$ cat src/rtl/reaction_controller.sv
// Reaction-timer trial sequencer: press arms, random delay, LED on, ms count to next press.
// Optional best-time tracking when REACTION_BEST_TRACK_EN is defined; otherwise best_ms is constant.
module reaction_controller #(
  parameter int TICKS_PER_MS = 50000,
  parameter int MIN_DELAY_MS = 1000,
  parameter int DELAY_BITS   = 11,
  parameter int MAX_MS       = 9999
) (
  input  logic        clk,
  input  logic        reset,
  input  logic        button,
  output logic        led,
  output logic        busy,
  output logic        result_valid,
  output logic [13:0] reaction_ms,
  output logic        false_start,
  output logic        timeout,
  output logic [13:0] best_ms
);

  localparam int PW = $clog2(TICKS_PER_MS);
  localparam int DW = $clog2(MIN_DELAY_MS + (1 << DELAY_BITS) + 1);
  localparam logic [15:0] SEED = 16'hACE1;
  localparam logic [15:0] TAPS = 16'hB400;

  typedef enum logic [1:0] {S_IDLE, S_WAIT, S_LIT, S_DONE} state_t;

  state_t          state_q, state_d;
  logic            button_q;
  logic [15:0]     lfsr_q, lfsr_d;
  logic [PW-1:0]   presc_q, presc_d;
  logic [DW-1:0]   delay_q, delay_d, delay_load;
  logic [13:0]     ms_q, ms_d;
  logic [13:0]     react_q, react_d;
  logic            fs_q, fs_d;
  logic            to_q, to_d;
  logic            led_q, busy_q, rv_q;
  logic            press, tick;

  assign press      = button & ~button_q;
  assign tick       = (presc_q == PW'(TICKS_PER_MS - 1));
  assign delay_load = DW'(MIN_DELAY_MS) + DW'(lfsr_q[DELAY_BITS-1:0]);

  always_comb begin
    lfsr_d = {1'b0, lfsr_q[15:1]} ^ (lfsr_q[0] ? TAPS : 16'h0000);
    if (lfsr_d == 16'h0000) lfsr_d = SEED;
  end

  always_comb begin
    state_d = state_q;
    delay_d = delay_q;
    ms_d    = ms_q;
    react_d = react_q;
    fs_d    = fs_q;
    to_d    = to_q;
    case (state_q)
      S_IDLE: begin
        if (press) begin
          state_d = S_WAIT;
          delay_d = delay_load;
        end
      end
      S_WAIT: begin
        // A press on the final delay tick still counts as a false start.
        if (press) begin
          state_d = S_DONE;
          fs_d    = 1'b1;
          react_d = 14'd0;
        end else if (tick) begin
          if (delay_q == DW'(1)) begin
            state_d = S_LIT;
            ms_d    = 14'd0;
          end else begin
            delay_d = delay_q - DW'(1);
          end
        end
      end
      S_LIT: begin
        if (press) begin
          state_d = S_DONE;
          react_d = ms_q;
        end else if (tick) begin
          ms_d = ms_q + 14'd1;
          if (ms_q == 14'(MAX_MS - 1)) begin
            state_d = S_DONE;
            to_d    = 1'b1;
            react_d = 14'(MAX_MS);
          end
        end
      end
      S_DONE: begin
        if (press) begin
          state_d = S_WAIT;
          delay_d = delay_load;
          react_d = 14'd0;
          fs_d    = 1'b0;
          to_d    = 1'b0;
        end
      end
      default: begin
        state_d = S_IDLE;
        react_d = 14'd0;
        fs_d    = 1'b0;
        to_d    = 1'b0;
      end
    endcase
  end

  // Prescaler restarts on every state change so each state sees full ms periods.
  always_comb begin
    if ((state_d != state_q) || tick) presc_d = '0;
    else                              presc_d = presc_q + PW'(1);
  end

  always_ff @(posedge clk or posedge reset) begin
    if (reset) begin
      state_q  <= S_IDLE;
      button_q <= 1'b1;
      lfsr_q   <= SEED;
      presc_q  <= '0;
      delay_q  <= '0;
      ms_q     <= 14'd0;
      react_q  <= 14'd0;
      fs_q     <= 1'b0;
      to_q     <= 1'b0;
      led_q    <= 1'b0;
      busy_q   <= 1'b0;
      rv_q     <= 1'b0;
    end else begin
      state_q  <= state_d;
      button_q <= button;
      lfsr_q   <= lfsr_d;
      presc_q  <= presc_d;
      delay_q  <= delay_d;
      ms_q     <= ms_d;
      react_q  <= react_d;
      fs_q     <= fs_d;
      to_q     <= to_d;
      led_q    <= (state_d == S_LIT);
      busy_q   <= (state_d == S_WAIT) || (state_d == S_LIT);
      rv_q     <= (state_d == S_DONE) && (state_q != S_DONE);
    end
  end

  assign led          = led_q;
  assign busy         = busy_q;
  assign result_valid = rv_q;
  assign reaction_ms  = react_q;
  assign false_start  = fs_q;
  assign timeout      = to_q;

`ifdef REACTION_BEST_TRACK_EN
  logic [13:0] best_q, best_d;

  // Only a genuine reaction (LIT left by a press) can improve the best time.
  always_comb begin
    best_d = best_q;
    if ((state_q == S_LIT) && (state_d == S_DONE) && !to_d && (react_d < best_q))
      best_d = react_d;
  end

  always_ff @(posedge clk or posedge reset) begin
    if (reset) best_q <= 14'h3FFF;
    else       best_q <= best_d;
  end

  assign best_ms = best_q;
`else
  assign best_ms = 14'h3FFF;
`endif

endmodule

$ cat config.mk
export PLATFORM = sky130hd
export DESIGN_NAME = reaction_controller
export DESIGN_NICKNAME = d
export VERILOG_FILES = /design/src/rtl/reaction_controller.sv
export SDC_FILE = /design/constraint.sdc
export NUM_CORES = 1
export LEC_CHECK = 0
export ABC_AREA = 1
export BUFFER_PORTS_ARGS = -buffer_cell sky130_fd_sc_hd__buf_2
export CORE_AREA = 2 2 90 92
export DETAILED_ROUTE_END_ITERATION = 12
export DIE_AREA = 0 0 92 94
export PLACE_DENSITY = 0.81
export RECOVER_POWER = 50
export SYNTH_ARGS = -nofsm -noshare
export SYNTH_HDL_FRONTEND = slang
export SYNTH_SLANG_ARGS = --single-unit
$ cat constraint.sdc
create_clock -name clk -period 2.98 [get_ports clk]
set_input_delay 0.596 -clock clk [delete_from_list [all_inputs] [get_ports clk]]
set_output_delay 0.596 -clock clk [all_outputs]
set_load 0.01 [all_outputs]
==> results list, run 1 <==
- Number of clock sinks: 80
- Cell taking the most area after synthesis: dfrtp_1
- In the global route stage, overall resource usage came out at 0.221.
* Routing usage on met2: 0.363
- For this run, the register share of the synthesized area comes to 0.445.
- After routing, the total negative slack on setup checks comes to 0 ps.
- The floorplan step defined a die boundary enclosing 8650 um2.
- Measured along the y axis, the die boundary spans 94 um.
- The number of antenna violations at the first check in global routing was 0.
- Worst slack at placement: 677 ps
- Status: finished, final reports clean
* Grt met1 use: 0.307
* DRC violations left: 0
- CTS hold repair buffers: 0
- Input and output buffers added on the ports amount to 21.
- Minimum setup slack in the final design: 628 ps
- Most frequent standard cell in the layout excluding fill and tap cells: nand2_1
- Maximum number of pins on one net before global-route repair: 32
- Critical path type: register to register
- Setup violations remaining at the end of the flow were counted as 0.
- Clock latency of the later-clocked register in the worst-skew pair: 340 ps
* Worst slew margin relative to its limit: 0.105
- Wire length of the first global-routing pass: roughly 16000 um
- The tightest min-delay check is of the input port to register type.
- Starting Density: 0.594
* Worst setup slack for register-to-register paths: 630 ps
- The worst register-to-register path begins at state_q[0]$_DFF_PP0_.
- After layout, the minimum clock period comes to 2350 ps.
* Total wire length: 8930 um
- Utilization after layout: 0.636
- Post-Layout Inst Area: 4840 um2
- CTS H-tree depth: 3
- The count of nets left with antenna violations once routing finished came out at 0.
- From left edge to right edge, the die measures ~92 um.
- The first detailed-routing pass ran for 5 iterations.
- Register bit total from synthesis: 80
* Gr busiest metal: met2
- Arrival time worst endpoint: 2620 ps
* Share of the clock period used by the worst path: 0.789
* TritonCTS buffer count: 9
* Netlist cell types: 36
- After floorplanning, the core was sized to cover 7610 um2.
* Clock Root Buffer: clkbuf_8
- The number of pins with negative max-slew slack in the final report came to 0.
- The critical path ends at presc_q[4]$_DFF_PP0_.
* WL per Instance: 12.9 um
- Post-CTS Setup Repair Bufs: 0
- Detailed placement finished with a half-perimeter wire length of 6680 um.
* Cell Rows: 32
* Post-synth top area share: 0.393
- Vias in the first global route: 3485
- Inserted Diodes: 0
- The congestion estimate from routability-driven global placement came to 0.997.
* Max-cap viol count: 0
- The number of cells on the worst reg-to-reg path is 8.
- Post-route clock skew: 11.2 ps
- The analysis attributes to cell leakage a power of around 2.3 nW.
- In this run, the number of DRC markers left after iteration 0 of detailed routing was roughly 240.
- Startpoint type of the worst setup path: register
- Area post-placement: 4630 um2
* M3 GR Usage: 0.0289
- DR vias: ~3700
- Worst hold slack: around 360 ps
* RSZ-0062 raised after global routing: false
- Cell count after synthesis: roughly 570
- In the final layout, the share of cells above drive strength 1 is 0.122.
- Final Hold Fails: 0
* Max VDD drop: 0.450 mV
* Upper clock frequency limit: between 400 and 500 MHz
- After filler insertion, the fill cell instance count of the layout stands at 667.
- The cell area that synthesis handed to floorplanning was 4520 um2.
- At the pin with the least slew margin, the transition time is 1340 ps.
- Resize count post-CTS: 0
- Power per unit of standard cell area: 852 nW/um2
- TritonCTS clock tree: built
* Number of warnings reported in the yosys synthesis log: 0
* Reg2Reg Capture Point: presc_q[4]$_DFF_PP0_
- Cell types occupying the most area after synthesis: dfrtp_1 39%, nand2_1 9.0%, inv_1 6.0%, o21ai_0 5.6%, dfstp_2 5.2%
* Required arrival time at the worst endpoint: 3250 ps
- For this run the aggregate overflow at the end of global routing stands at 0.
* Clock slew at the register clock pins of the worst setup and hold paths: 80 ps
- Post-layout nets: roughly 600
- Pin placement for this block handled 36 I/O pins.
* Clock Tree Buf Depth: 2
- Growth of design area from synthesis to finish: 7.00%
- After detailed routing, the number of vias per cell comes to 5.34.
- The most critical setup path has its startpoint at state_q[0]$_DFF_PP0_.
* Critical path fanouts, max: 17
- Most frequent cells in the layout: 109 x nand2_1, 71 x inv_1, 71 x dfrtp_1
- Critical path endpoint category: register
- After synthesis, the mean cell area works out to 7.91 um2.
## critical path, stage by stage, from the launching register on
cell and delay (ps):
dfrtp_1 460, inv_1 110, ha_1 620, inv_1 310
nand3_1 220, nand2_2 100, nand2_2 80, nand3_4 210
nor2_1 170
## per-layer routing
metal | vias to the layer above | wire (um)
met1 | 1755 | 4350
met4 | 0 | 114
met3 | 13 | 359
met2 | 89 | 4110
li1 | 1847 | -
met5 | - | 0
## through the flow
step / instances / total power, mW
3_3_place_gp: 679 / 3.19
2_1_floorplan: 585 / 2.91
4_1_cts: 694 / 4.13
3_5_place_dp: 679 / 3.25
6_report: 694 / 4.12
5_1_grt: 694 / 4.46
## report_power, final
group	leakage, nW	total [mW]	internal [mW]	switching [mW]
registers	0.985	1.52	1.34	0.174
clock network	0.108	0.877	0.490	0.387
logic	1.21	1.73	0.541	1.19
## how the worst min path moves through the flow
| stage | start | to | slack (ps) | depth (start not counted) |
|---|---|---|---|---|
| global placement | lfsr_q[2]$_DFF_PP0_ | lfsr_q[1]$_DFF_PP0_ | 360 | 0 |
| floorplan | presc_q[0]$_DFF_PP0_ | presc_q[0]$_DFF_PP0_ | 420 | 1 |
| detailed placement | lfsr_q[2]$_DFF_PP0_ | lfsr_q[1]$_DFF_PP0_ | 360 | 0 |
| finish | button | button_q$_DFF_PP1_ | 360 | 1 |
| CTS | reset | lfsr_q[2]$_DFF_PP0_ | 270 | 2 |
| global route | button | button_q$_DFF_PP1_ | 360 | 1 |
## area by class of cell
class / count / area [um2] / share of cell area
Clock buffer: 10 / 138 / 0.0284
Tap cell: 102 / 128 / 0.0264
Multi-Input combinational cell: 398 / 2080 / 0.429
Sequential cell: 80 / 2010 / 0.416
Inverter: 75 / 283 / 0.0584
Timing Repair Buffer: 24 / 119 / 0.0246
Clock inverter: 5 / 81.3 / 0.0168
## cells in the mapped netlist
cell	number
a21oi_1	18
a22oi_1	1
a31oi_1	1
and3_1	1
buf_2	2
buf_4	15
buf_6	1
buf_8	1
clkbuf_1	12
clkbuf_2	1
conb_1	1
dfrtp_1	71
dfstp_2	9
ha_1	12
inv_1	72
inv_2	3
nand2_1	109
nand2_2	6
nand3_1	33
nand3_2	3
nand3_4	1
nand3b_1	2
nand4_1	17
nor2_1	56
nor2_2	10
nor2_4	2
nor3_1	15
nor4_1	5
o211ai_1	6
o21ai_0	51
o21ai_1	2
o21ai_2	1
o22ai_1	3
or2_2	4
xnor2_1	4
xor2_1	21
## registers in the layout, indices dropped and copies added, names as in the netlist
| name | flops |
|---|---|
| lfsr_q | 16 |
| led | 1 |
| busy | 1 |
| delay_q | 12 |
| state_q | 2 |
| timeout | 1 |
| ms_q | 14 |
| false_start | 1 |
| presc_q | 16 |
| reaction_ms | 14 |
| button_q | 1 |
| result_valid | 1 |
## cell families after synthesis
| kind of cell | count (synthesis) | share of synthesized area |
|---|---|---|
| other | 1 | 0.000829 |
| AO/OA/AOI/OAI | 83 | 0.0977 |
| flip-flops | 80 | 0.445 |
| AND/OR/NAND/NOR | 264 | 0.268 |
| adder cells (fa/ha/maj) | 12 | 0.0332 |
| XOR/XNOR | 25 | 0.0484 |
| buffers and inverters | 107 | 0.106 |
No activity file was read; power rests on OpenSTA's default activity.
==> run 2: changes to the inputs <==
- clock period: 2.98 -> 2.41 ns (I/O delays scaled with it)
==> run 2 against run 1 <==
Net effect:
- the flow now finishes with violations (max-capacitance violations, max-slew violations)
- first-iteration DRC count up 9.5%
- clock-buffer cell count increased by 2
- routed wire length rose by 4.0%
- sequential power increased by 24%
- hold slack got worse by 120 ps
- register-to-register slack got worse by 400 ps
- utilization is 0.35 points lower
- combinational power up 29%
- sequential share of layout area increased by 0.23 points
- non-clock buffer count rose by 4
==> results list, run 2 (same netlist as run 1, synthesis figures left out) <==
- The first detailed-routing pass took 4 iterations.
* Maximum number of pins on one net before global-route repair: 81
- Failing checks: max-capacitance violations, max-slew violations
- The tree is rooted in a clkbuf_8.
* CTS H-tree depth: 3
* TritonCTS clock tree: built
- Detailed routing placed a total of 403 um of wire on met3.
- Worst slew margin relative to its limit: -0.273
- Setup violations remaining at the end of the flow were counted as 0.
- DRC violations left: 0
* Largest registers: lfsr_q (16), presc_q (16)
- Met1 wire length: 4510 um
* Most frequent cells in the layout: 109 x nand2_1, 71 x inv_1, 71 x dfrtp_1
- In the global route stage, overall resource usage came out at 0.234.
- Cell breakdown of the critical path: inv_1, ha_1, nand2_1, nor2_1, nand2_1, o21ai_2, nand3_1, nor2_4, inv_1, nand2_1, nand2_1
- The number of antenna violations at the first check in global routing is 0.
* TritonCTS buffer count: 9
- The tool flagged a number of max-cap violations equal to 1.
- Resize count post-CTS: 0
* DR top layer: met4
- The total overflow left after global routing is 0.
- Combined buffer and inverter count along the critical path: 2
* Proportion of layout cells with a drive suffix above 1: 0.124
- Relative to the synthesized area, the layout overhead comes to 6.42%.
- Depth of the critical timing path with buffers and inverters included: 11
- Dividing the detail-routed via count by the number of cells gives roughly 5.3.
- Number of clock sinks: 80
- Worst R2R Path Depth: 11
- The final layout contains routed wiring with a total length of 9280 um.
* Clock latency of the later-clocked register in the worst-skew pair: between 300 and 400 ps
* Placeable Area: 7610 um2
- Status: complete, but fails checks
- On the final layout, the worst clock skew is 16.8 ps.
- Critical path fanouts, max: 16
- STA puts the critical path data required time at 2650 ps.
- The share of total power dissipated in combinational logic is 0.451.
- The number of pins with negative max-slew slack in the final report is 81.
* Vias in the first global route: ~3500
- Arrival time worst endpoint: 2420 ps
* Critical path type: register to register
- Post-Layout Inst Area: between 4000 and 5000 um2
* DR vias: 3711
* HPWL Detailed: 6840 um
- Leakage power: 2.30 nW
* Longest individual stage delay on the worst path: 430 ps
- Internal: 2.76 mW
* Number of ports placed on the die boundary: 36
- Worst hold path depth: 1
- CTS hold repair buffers: 0
- Clock period minus worst slack: between 2000 and 2500 ps
- DIE WIDTH: 92 um
- Leaving out fill and tap cells, the most frequent cell in the layout is nand2_1.
- RSZ-0062 raised after global routing: false
- In this run the cell area measured after placement is ~4700 um2.
- Cell Rows: 32
- Startpoint type of the worst setup path: register
* WL per Instance: 13.3 um
- The worst setup path is captured at a register.
* Routed length on met2: about 4200 um
- At the pin with the least slew margin, the transition time is 1910 ps.
* Remaining number of nets flagged by the antenna check after routing: 0
- Cell with the largest stage delay on the worst path: dfrtp_1
- The floorplan step defined a die boundary enclosing 8650 um2.
- After the first detailed-routing iteration, the DRC count stood at between 200 and 300.
* Clock Tree Buf Depth: 2
* Max VDD drop: 0.484 mV
- The number of hold-slack violations in the final timing report was 0.
- Inserted Diodes: 0
- The share of total power dissipated in the clock network is 0.170.
- Post-CTS Setup Repair Bufs: 0
* Relative contribution of sequential cells to total power: 0.379
- The congestion estimate from routability-driven global placement came to between 0.9 and 1.
- Switching power as a share of total power: 0.444
* Wire length of the first global-routing pass: 16200 um
- In this run the power spent charging and discharging nets is 2.20 mW.
- Clock slew at the register clock pins of the worst setup and hold paths: 80 ps
- Sum Neg Setup Slack: 0 ps
* Total of buffers placed on input and output ports: 21
- In this run the power density over the cells is 1030 nW/um2.
- Share of the clock period used by the worst path: 0.905
* Post-layout nets: 607
- In this run the vertical extent of the chip is around 94 um.
- Upper clock frequency limit: 458 MHz
- The worst hold path belongs to the class input port to register.
* Starting Density: 0.594
- By instance count, the cell type seen most on the critical path is nand2_1.
- The cell family contributing the most delay on the critical path is simple AND/OR/NAND/NOR gates.
## run 2: cell types whose count changed in the layout (fill, tap and decap cells not counted), moves of 2 or more
cell / previous run / this run
buf_2: 20 / 17
buf_4: 1 / 6
bufinv_16: 2 / 0
clkbuf_1: 3 / 7
clkinv_2: 1 / 3
## run 2: through the flow
step                power (mW)  instances  hold slack [ps]  worst slack, ps  utilization
detailed placement        4.13        683              378              261        0.614
floorplan                 3.60        585              424              512            -
finish                    4.96        699              234              228        0.633
CTS                       4.99        699              236              246        0.635
global route              5.40        699              235             19.9        0.633
global placement          4.03        683              357              359        0.614
## run 2: worst register-to-register path: cells and delay by family, from the launching register on
family / cells / cell delay, ps
AND/OR/NAND/NOR: 7 / 880
buffers and inverters: 2 / 230
flip-flops: 1 / 430
adder cells (fa/ha/maj): 1 / 270
AO/OA/AOI/OAI: 1 / 250
## run 2: layout make-up
class                      instances  area [um2]
multi-input combinational        398        2080
sequential                        80        2010
clock inverter                     4        23.8
clock buffer                      12         135
timing repair buffer              28         150
inverter                          75         285
fill                             661        2800
tap                              102         128
## run 2: final timing paths
check | slack, ps | from | to
min | 230 | button | button_q$_DFF_PP1_
max reg2reg | 230 | state_q[1]$_DFF_PP0_ | ms_q[8]$_DFFE_PP0P_
min reg2reg | 400 | lfsr_q[2]$_DFF_PP0_ | lfsr_q[1]$_DFF_PP0_
max in group asynchronous | 450 | reset | ms_q[8]$_DFFE_PP0P_
max | 230 | state_q[1]$_DFF_PP0_ | ms_q[8]$_DFFE_PP0P_
min in group asynchronous | 820 | reset | lfsr_q[12]$_DFF_PP0_
## run 2: power by group through the flow
stage | combinational, mW | clock, mW | sequential [mW]
2_1_floorplan | 1.70 | 0 | 1.91
3_3_place_gp | 2.15 | 0 | 1.88
3_5_place_dp | 2.23 | 0 | 1.90
6_report | 2.23 | 0.845 | 1.88
5_1_grt | 2.56 | 0.926 | 1.91
4_1_cts | 2.25 | 0.868 | 1.87
## run 2: layer usage
metal / vias to the layer above / GRT usage
met4: 0 / 0.0709
li1: 1856 / -
met5: - / 0
met2: 96 / 0.361
met3: 12 / 0.0474
met1: 1747 / 0.335
